==> src/rtl/fetch_target_queue.sv <==
// Fetch target queue: a circular buffer of predicted fetch blocks between the branch
// predictor and the icache. Each entry holds a start PC and an instruction count, and
// the head entry is presented with its fall-through address.
module fetch_target_queue #(
  parameter int DEPTH = 8,
  parameter int PTR_W = 3
) (
  input  logic              clk,
  input  logic              rst,
  input  logic              in_valid,
  output logic              in_ready,
  input  logic [31:0]       in_start_addr,
  input  logic [1:0]        in_fetch_num,
  input  logic              flush,
  output logic              out_valid,
  input  logic              out_ready,
  output logic [31:0]       out_start_addr,
  output logic [1:0]        out_fetch_num,
  output logic [31:0]       out_next_addr,
  output logic [PTR_W-1:0]  out_ftq_id,
  output logic [PTR_W:0]    count
);

  localparam logic [PTR_W:0] FULL_CNT = (PTR_W+1)'(DEPTH);

  // Fall-through PC of a block: 4 bytes per instruction, wrapping at 2^32.
  function automatic logic [31:0] next_pc(input logic [31:0] pc, input logic [1:0] num);
    return pc + {28'd0, num, 2'b00} + 32'd4;
  endfunction

  logic [31:0]      slot_addr_q [DEPTH];
  logic [1:0]       slot_num_q  [DEPTH];

  logic [PTR_W-1:0] wr_ptr_q, wr_ptr_d;
  logic [PTR_W-1:0] rd_ptr_q, rd_ptr_d;
  logic [PTR_W:0]   count_q,  count_d;
  logic             enq, deq;

  assign in_ready       = (count_q != FULL_CNT);
  assign out_valid      = (count_q != '0);
  assign out_start_addr = slot_addr_q[rd_ptr_q];
  assign out_fetch_num  = slot_num_q[rd_ptr_q];
  assign out_next_addr  = next_pc(out_start_addr, out_fetch_num);
  assign out_ftq_id     = rd_ptr_q;
  assign count          = count_q;

  always_comb begin
    enq      = in_valid && in_ready && !flush;
    deq      = out_valid && out_ready && !flush;
    wr_ptr_d = wr_ptr_q;
    rd_ptr_d = rd_ptr_q;
    count_d  = count_q;
    if (flush) begin
      wr_ptr_d = '0;
      rd_ptr_d = '0;
      count_d  = '0;
    end else begin
      // Pointer width equals log2(DEPTH), so natural overflow is the modulo wrap.
      if (enq) wr_ptr_d = wr_ptr_q + 1'b1;
      if (deq) rd_ptr_d = rd_ptr_q + 1'b1;
      case ({enq, deq})
        2'b10:   count_d = count_q + 1'b1;
        2'b01:   count_d = count_q - 1'b1;
        default: count_d = count_q;
      endcase
    end
  end

  always_ff @(posedge clk) begin
    if (rst) begin
      wr_ptr_q <= '0;
      rd_ptr_q <= '0;
      count_q  <= '0;
    end else begin
      wr_ptr_q <= wr_ptr_d;
      rd_ptr_q <= rd_ptr_d;
      count_q  <= count_d;
    end
  end

  // Slot payload is never cleared; it is only meaningful while counted as occupied.
  always_ff @(posedge clk) begin
    if (enq) begin
      slot_addr_q[wr_ptr_q] <= in_start_addr;
      slot_num_q[wr_ptr_q]  <= in_fetch_num;
    end
  end

endmodule

==> config.mk <==
export PLATFORM = sky130hd
export DESIGN_NAME = fetch_target_queue
export DESIGN_NICKNAME = d
export VERILOG_FILES = /design/src/rtl/fetch_target_queue.sv
export SDC_FILE = /design/constraint.sdc
export NUM_CORES = 1
export LEC_CHECK = 0
export CAP_MARGIN = 20
export CELL_PAD_IN_SITES_DETAIL_PLACEMENT = 0
export CELL_PAD_IN_SITES_GLOBAL_PLACEMENT = 2
export CORE_UTILIZATION = 40
export DETAILED_ROUTE_END_ITERATION = 12
export PLACE_DENSITY = 0.77
export REMOVE_ABC_BUFFERS = 1
export SYNTH_ARGS = -nofsm -noshare
export SYNTH_HDL_FRONTEND = slang
export SYNTH_SLANG_ARGS = --single-unit
==> constraint.sdc <==
create_clock -name clk -period 5.6 [get_ports clk]
set_input_delay 1.12 -clock clk [delete_from_list [all_inputs] [get_ports clk]]
set_output_delay 1.12 -clock clk [all_outputs]
set_load 0.005 [all_outputs]
==> impl_metrics.ini, run 1 <==
[synth]
yosysWarnings = 0
yosysMostFrequentCell = edfxtp_1
netlist_area_sq_um = 11800
avgSynthCellArea_sq_um = 20.2
ys_types = 43
ys_ff_latch = 285
synth_edf_count = 272
yosysTopAreaCell = edfxtp_1
seq_area_frac_synth = 0.717
synth_top_area_frac = 0.695
synthTopCellsByCount = edfxtp_1 (272), mux4_2 (57), nor2_1 (25)
syn_inst = 582
synth_async_sr_flop_share = 0
synth_flop_cell = edfxtp_1
synthTopCellsByArea = edfxtp_1 (69%), mux4_2 (11%), dfxtp_1 (2.2%)

[floorplan]
die_y_microns = 173
start_util = 0.409
die-area_sq_um = 30100
core_sq_um = 28800
ios = 114
die_w_microns = 173
fp-row-count = 62

[global_routing]
grt_max_degree = 44
grt_pass1_wl_mm = 36.5
grt_antenna_before_repair = 1
grt_pass1_vias = 6222
grt_use_total = 0.160
grt_remaining_overflow = 0

[final_layout]
seq_area_sq_um = 8440
final_net_count = 769
final_area_sq_um = 14300
final_util = 0.495
stdcell_count = 1126
syn_to_final_growth_pct = 21.2
multiInputGateArea_sq_um = 3070
n_fill_cell = 2316
drive_above_1_share = 0.231

[worst_setup_path]
path_class = reg2out
cp_slowest_cell = dfxtp_4
path_cells = mux4_2, mux2_2, ha_1, ha_1, fa_1, nand3_1, or3_4, nor3_1, xnor2_1, clkdlybuf4s50_1
critPathCaptureType = primary output
path_common_cell = ha_1
critPathMaxStageDelay_ps = 650
required_ps = 4480
crit_path_start_kind = flip-flop
path_max_fanout = 30
arrival_ps = 4240

[placement]
port_buffers = 113
post-place-ws_ps = 490
dpl_cell_area_sq_um = 13300
hpwl_mm = 14.7
post-place-cells = 1068
gp_congestion = 0.714

[power_and_ir_drop]
p_leak_nw = 4.48
peakVddDrop_v = 0.000185
powerDensity_nw_per_um2 = 306

[clocking]
cts_root_buf = clkbuf_16
cts.path.max_buffers = 3
tritoncts.num_buffers = 28
holdBufCountCts = 0
clock_latency_ps = 530
htree_levels = 1
cts_tree = built
cts.sinks = 285
clkTransAtPathRegs_ps = 60

[drt]
remaining_drc_errors = 0
dr_total_vias = 5810
avgRoutedWirePerCell_microns = 21.2
wl_mm = 23.8
drtIter0Drc = 382
viasPerCell = 5.16
drt_pass1_iterations = 4
ant_nets = 0

[sta]
tightestPinTransition_ps = 872
finalMaxSlewViolations = 0
max_slew_margin = 0.417
fin_skew_ps = 7.22
fin_ws_ps = 238
fin_crit_sh = 0.958
hold_viol_final = 0
fin_tns_setup_ps = 0
finalCriticalPeriod_ps = 5360
max_freq_mhz = 186
rsz0062_at_grt = no
setup_viol = 0

[run_status]
status = completed

[worst_hold_path]
hp-class = reg2reg

[flow_run]
drv_cap = 0
==> through the flow <==
step	total power [mW]	hold slack, ps
2_1_floorplan	2.48	483
3_3_place_gp	2.60	506
3_5_place_dp	2.61	517
4_1_cts	4.41	532
5_1_grt	4.49	568
6_report	4.36	523
==> metal layers <==
metal,vias to the layer above,wire length (microns),global-route usage
met3,30,1520,0.0316
met1,2998,9840,0.206
met4,0,399,0.0365
met2,175,12100,0.281
met5,-,0,0
li1,2607,-,-
==> report_power, final <==
group	total (mW)	switching, mW	internal, mW	leakage [nW]
logic	0.207	0.0982	0.109	1.49
clock network	1.79	0.756	1.04	0.430
registers	2.36	0.00544	2.35	2.56
==> sequential cells by signal (all words and copies together), names as in the netlist, named ones only <==
| register | flops |
|---|---|
| count | 4 |
| out_ftq_id | 3 |
| slot_addr_q | 256 |
| slot_num_q | 16 |
| wr_ptr_q | 3 |
==> cell usage in the layout (no fill, tap or decap), drive strengths merged <==
cell and count:
a21o 1, clkinvlp 4, nor3b 2, nand3b 1, and3b 1, mux2i 19, clkbuf 34, mux4 66
fa 2, nor3 10, inv 22, clkinv 12, edfxtp 272, nor4 8, nand4 3, dfxtp 13
a21oi 7, a22oi 2, and3 1, xnor2 18, clkdlybuf4s50 113, and2 1, mux2 18, xor2 16
o21ai 1, nand2 14, nand2b 5, nor2b 2, bufinv 2, or3 4, nand3 10, diode 1
nor4b 2, or2 1, buf 20, ha 9, nor2 25
==> critical path, delay by kind of cell, from the launching register on <==
family / cells / cell delay, ps
flops: 1 / 650
simple gates: 3 / 960
xor+xnor: 1 / 180
mux: 2 / 670
buf+inv: 1 / 540
fa+ha+maj: 3 / 710
==> final timing paths <==
path / from / to / slack, ps / depth (start not counted)
min: count[3] / count[3] / 520 / 2
max reg2reg: count[0] / slot_addr_q[4][25] / 2830 / 6
min reg2reg: count[3] / count[3] / 520 / 2
max: flip-flop / out_next_addr[23] / 240 / 10
==> cells by family (layout without fill, tap and decap cells) <==
kind of cell,after synthesis,count (layout),share of synthesized area
fa+ha+maj,11,11,0.0130
mux,103,103,0.164
simple gates,90,90,0.0463
flops,285,285,0.717
buf+inv,48,207,0.0281
other cells,0,1,0
xor+xnor,34,34,0.0253
compound gates,11,11,0.00617
==> final cells by class <==
| cell class | count | share of cell area |
|---|---|---|
| inverters | 22 | 0.00579 |
| repair buffers | 133 | 0.0904 |
| clock buffers | 34 | 0.0522 |
| diodes | 1 | 0.000176 |
| flip-flops and latches | 285 | 0.592 |
| well taps | 384 | 0.0337 |
| multi-input cells | 249 | 0.215 |
| clock inverters | 18 | 0.0102 |
==> timing repair <==
action | 4_1_cts | 5_1_grt
resized for setup | 3 | 2
gates cloned | 0 | 0
buffers inserted | 0 | 5
setup endpoints to repair | 11 | 10
Power figures use the tool's default switching activity.
==> inputs of run 2 (changes only) <==
--- a/config.mk
+++ b/config.mk
@@ -9,6 +9,7 @@
 export CELL_PAD_IN_SITES_DETAIL_PLACEMENT = 0
 export CELL_PAD_IN_SITES_GLOBAL_PLACEMENT = 2
 export CORE_UTILIZATION = 40
+export CTS_BUF_LIST = sky130_fd_sc_hd__clkbuf_8
 export DETAILED_ROUTE_END_ITERATION = 12
 export PLACE_DENSITY = 0.77
 export REMOVE_ABC_BUFFERS = 1
==> run 2 against run 1 <==
Net effect: sequential share of layout area increased by 0.22 points; clock power decreased by 11%; combinational power about the same; worst setup slack got worse by 32 ps; power decreased by 4.6%; fmax decreased by 0.59%; sequential power about the same; flip-flop and latch count unchanged; critical path depth unchanged; critical endpoint unchanged.
==> impl_metrics.ini, run 2 (same netlist as run 1, synthesis figures left out) <==
[run_status]
status = completed

[worst_setup_path]
critPathCaptureType = primary output
cp_slowest_cell = clkdlybuf4s50_1
rrSetupSlack_ps = 2870
endpoint = out_next_addr[23]
arrival_ps = 4270
path_cells = mux4_2, mux2_2, ha_1, ha_1, fa_1, nand3_1, or3_4, nor3_1, xnor2_1, clkdlybuf4s50_1
path_max_fanout = 12
timing.critical_path.depth = 10
r2r-end = slot_addr_q[4][24]
path_common_cell = ha_1
required_ps = 4480
path_class = reg2out
crit_path_start_kind = flip-flop
critPathMaxStageDelay_ps = 550
critPathTopFamily = simple AND/OR/NAND/NOR gates
reg2reg_from = count[0]
r2r_cells = 6
crit_buf_inv = 1

[sta]
fin_crit_sh = 0.963
fin_skew_ps = 23.6
finalMaxSlewViolations = 0
hold_viol_final = 0
fin_ws_ps = 206
hold_ws_ps = 524
finalCriticalPeriod_ps = 5390
rsz0062_at_grt = no
setup_viol = 0
fin_tns_setup_ps = 0
tightestPinTransition_ps = 893
max_slew_margin = 0.404
max_freq_mhz = 185

[drt]
dr_total_vias = 5945
viasPerCell = 5.15
ant_nets = 0
wl_mm = 24.5
drt_pass1_iterations = 4
avgRoutedWirePerCell_microns = 21.2
drtIter0Drc = 379
remaining_drc_errors = 0

[final_layout]
final_area_sq_um = 14200
syn_to_final_growth_pct = 20.8
final_common_cell = edfxtp_1
n_fill_cell = 2353
largest_register_ffs = 256
drive_above_1_share = 0.243
final_util = 0.493
stdcell_count = 1154
final_net_count = 787
final_cell_mix = edfxtp_1 (272), clkdlybuf4s50_1 (113), mux4_2 (57)
top_register = slot_addr_q

[global_routing]
grt_antenna_before_repair = 1
grt_pass1_wl_mm = 37.0
grt_use_total = 0.164
grt_pass1_vias = 6395
grt_remaining_overflow = 0
grt_max_degree = 44

[clocking]
cts.sinks = 285
clkTransAtPathRegs_ps = 60
cts.path.max_buffers = 3
cts_tree = built
htree_levels = 2
clock_latency_ps = 550
tritoncts.num_buffers = 45
cts_root_buf = clkbuf_8

[placement]
dpl_cell_area_sq_um = 13300
port_buffers = 113
hpwl_mm = 14.7
gp_congestion = 0.714
post-place-cells = 1068
post-place-ws_ps = 490

[flow_run]
drv_cap = 0

[floorplan]
ios = 114
core_sq_um = 28800
die_y_microns = 173
fp-row-count = 62
die_w_microns = 173
start_util = 0.409
die-area_sq_um = 30100

[power_and_ir_drop]
powerDensity_nw_per_um2 = 293
peakVddDrop_v = 0.000143
total_power_mw = 4.16
p_leak_nw = 4.52

[worst_hold_path]
hp-class = reg2reg
## run 2: worst reg2reg max path: cells and delay by family (launching register included)
kind | cells | cell delay, ps
DFF | 1 | 430
and+or+nand+nor | 5 | 1560
buffers and inverters | 1 | 420
## run 2: worst min path at each step
stage / from / end / slack, ps / depth (start not counted)
2_1_floorplan: out_ftq_id[1] / flip-flop / 480 / 2
3_3_place_gp: count[3] / count[3] / 510 / 2
3_5_place_dp: count[3] / count[3] / 520 / 2
4_1_cts: count[3] / count[3] / 530 / 2
5_1_grt: count[3] / count[3] / 570 / 2
6_report: count[3] / count[3] / 520 / 2
## run 2: area by class of cell
class	count	area (sq um)	area share
inverter	22	82.6	0.00582
clock inverter	32	161	0.0114
tap	384	480	0.0338
multi-input combinational	249	3070	0.216
antenna	1	2.50	0.000176
sequential	285	8440	0.594
clock buffer	47	647	0.0456
timing repair buffer	134	1320	0.0927
## run 2: power breakdown
group	leakage [nW]	total (mW)	switching (mW)	internal, mW
clock network	0.454	1.59	0.767	0.822
registers	2.56	2.36	0.00553	2.35
logic	1.50	0.209	0.0993	0.109
total	4.52	4.16	0.872	3.28
## run 2: repair_timing
item	in CTS	in global routing
buffers inserted	0	6
hold buffers	0	0
setup endpoints to repair	12	11
resized for setup	3	2
## run 2: per-layer routing
layer | track usage | vias to the layer above | share of wire
li1 | - | 2645 | -
met1 | 0.203 | 3084 | 0.42
met2 | 0.281 | 178 | 0.50
met3 | 0.0390 | 38 | 0.055
met4 | 0.0542 | 0 | 0.021
met5 | 0 | - | 0
==> inputs of run 3 (changes only) <==
--- a/config.mk
+++ b/config.mk
@@ -12,6 +12,7 @@
 export CTS_BUF_LIST = sky130_fd_sc_hd__clkbuf_8
 export DETAILED_ROUTE_END_ITERATION = 12
 export PLACE_DENSITY = 0.77
+export RECOVER_POWER = 50
 export REMOVE_ABC_BUFFERS = 1
 export SYNTH_ARGS = -nofsm -noshare
 export SYNTH_HDL_FRONTEND = slang
==> run 3 against run 2 <==
Net effect: the run now ends with max-capacitance violations, max-slew violations left; fmax about the same; cell area down 0.18%; routed wire length up 0.12%; global-route usage unchanged; utilization down 0.087 points; worst hold slack about the same; combinational power down 3%; flip-flop and latch count unchanged; critical path depth unchanged; via count about the same; sequential share of layout area up 0.11 points; critical endpoint unchanged.
==> impl_metrics.ini, run 3 (same netlist as run 1, synthesis figures left out) <==
[run_status]
status = finished with violations
failed_checks = max-capacitance violations, max-slew violations

[clocking]
cts.sinks = 285
cts.path.max_buffers = 3
holdBufCountCts = 0
cts_root_buf = clkbuf_8
tritoncts.num_buffers = 45
clkTransAtPathRegs_ps = 60
clock_latency_ps = 550
htree_levels = 2
cts_tree = built

[placement]
post-place-ws_ps = 490
port_buffers = 113
gp_congestion = 0.714
hpwl_mm = 14.7

[floorplan]
die-area_sq_um = 30100
ios = 114
die_w_microns = 173
die_y_microns = 173
core_sq_um = 28800
fp-row-count = 62
start_util = 0.409

[sta]
max_slew_margin = -0.295
hold_viol_final = 0
rsz0062_at_grt = no
max_freq_mhz = 185
fin_ws_ps = 207
tightestPinTransition_ps = 1940
fin_skew_ps = 25.4
setup_viol = 0
fin_crit_sh = 0.963
finalMaxSlewViolations = 25
finalCriticalPeriod_ps = 5390

[global_routing]
grt_use_total = 0.164
grt_pass1_wl_mm = 37.0
grt_remaining_overflow = 0
grt_pass1_vias = 6395
grt_max_degree = 44
grt_antenna_before_repair = 3

[drt]
viasPerCell = 5.14
avgRoutedWirePerCell_microns = 21.2
drtIter0Drc = 417
wl_mm = 24.5
ant_nets = 0
remaining_drc_errors = 0
dr_total_vias = 5940
drt_pass1_iterations = 4

[worst_setup_path]
critPathMaxStageDelay_ps = 550
reg2reg_from = count[0]
arrival_ps = 4270
path_common_cell = ha_1
path_cells = mux4_2, mux2_2, ha_1, ha_1, fa_1, nand3_1, or3_4, nor3_1, xnor2_1, clkdlybuf4s50_1
crit_buf_inv = 1
required_ps = 4480
crit_path_start_kind = flip-flop
rrSetupSlack_ps = 2310
path_max_fanout = 12
critPathCaptureType = primary output
cp_slowest_cell = clkdlybuf4s50_1
path_class = reg2out
critPathTopFamily = simple AND/OR/NAND/NOR gates

[final_layout]
final_cell_mix = edfxtp_1 (272), clkdlybuf4s50_1 (76), mux4_2 (57)
final_util = 0.492
seq_area_sq_um = 8440
top_register = slot_addr_q
n_fill_cell = 2359
multiInputGateArea_sq_um = 3050
final_net_count = 787
final_common_cell = edfxtp_1
largest_register_ffs = 256
drive_above_1_share = 0.235
syn_to_final_growth_pct = 20.5

[power_and_ir_drop]
powerDensity_nw_per_um2 = 293
p_leak_nw = 4.51
peakVddDrop_v = 0.000143

[worst_hold_path]
min_from = count[3]
hp-class = reg2reg

[flow_run]
drv_cap = 1
run 3: tightest hold or removal path: stages, from the launching register on:
cell and delay (ps):
dfxtp_1 340, o21ai_0 80, a21oi_1 60
run 3: per-stage QoR:
stage	std cells	power [mW]	area, sq um	hold slack (ps)	setup TNS (ps)
global route	1154	4.30	14200	569	0
finish	1155	4.15	14200	524	0
CTS	1147	4.21	14100	532	0
global placement	1068	2.60	13300	506	0
detailed placement	1068	2.61	13300	517	0
floorplan	556	2.48	11500	483	-1510
run 3: worst paths after layout:
path / cells after the start / end
min: 2 / count[3]
max reg2reg: 7 / slot_addr_q[1][30]
min reg2reg: 2 / count[3]
max: 10 / out_next_addr[23]
run 3: final cells by class:
cell class | instances | share of cell area
diodes | 2 | 0.000353
clock buffers | 47 | 0.0456
flip-flops and latches | 285 | 0.595
clock inverters | 32 | 0.0114
repair buffers | 134 | 0.0923
multi-input cells | 249 | 0.215
inverters | 22 | 0.00583
well taps | 384 | 0.0339
run 3: routing by layer:
layer  up-vias  GRT usage  share of wire
li1       2646          -              -
met1      3061      0.203           0.42
met2       189      0.281           0.50
met3        42     0.0390          0.058
met4         2     0.0542          0.021
met5         -          0        0.00053
run 3: what timing repair did:
item,CTS,global route
resized for setup,3,2
endpoints found under the setup margin,12,11
cloned,0,0
buffers inserted,0,6
hold endpoints to repair,0,0
run 3: report_power, final:
| part | internal, mW | switching, mW |
|---|---|---|
| Combinational | 0.104 | 0.0989 |
| Clock | 0.822 | 0.768 |
| Sequential | 2.35 | 0.00548 |
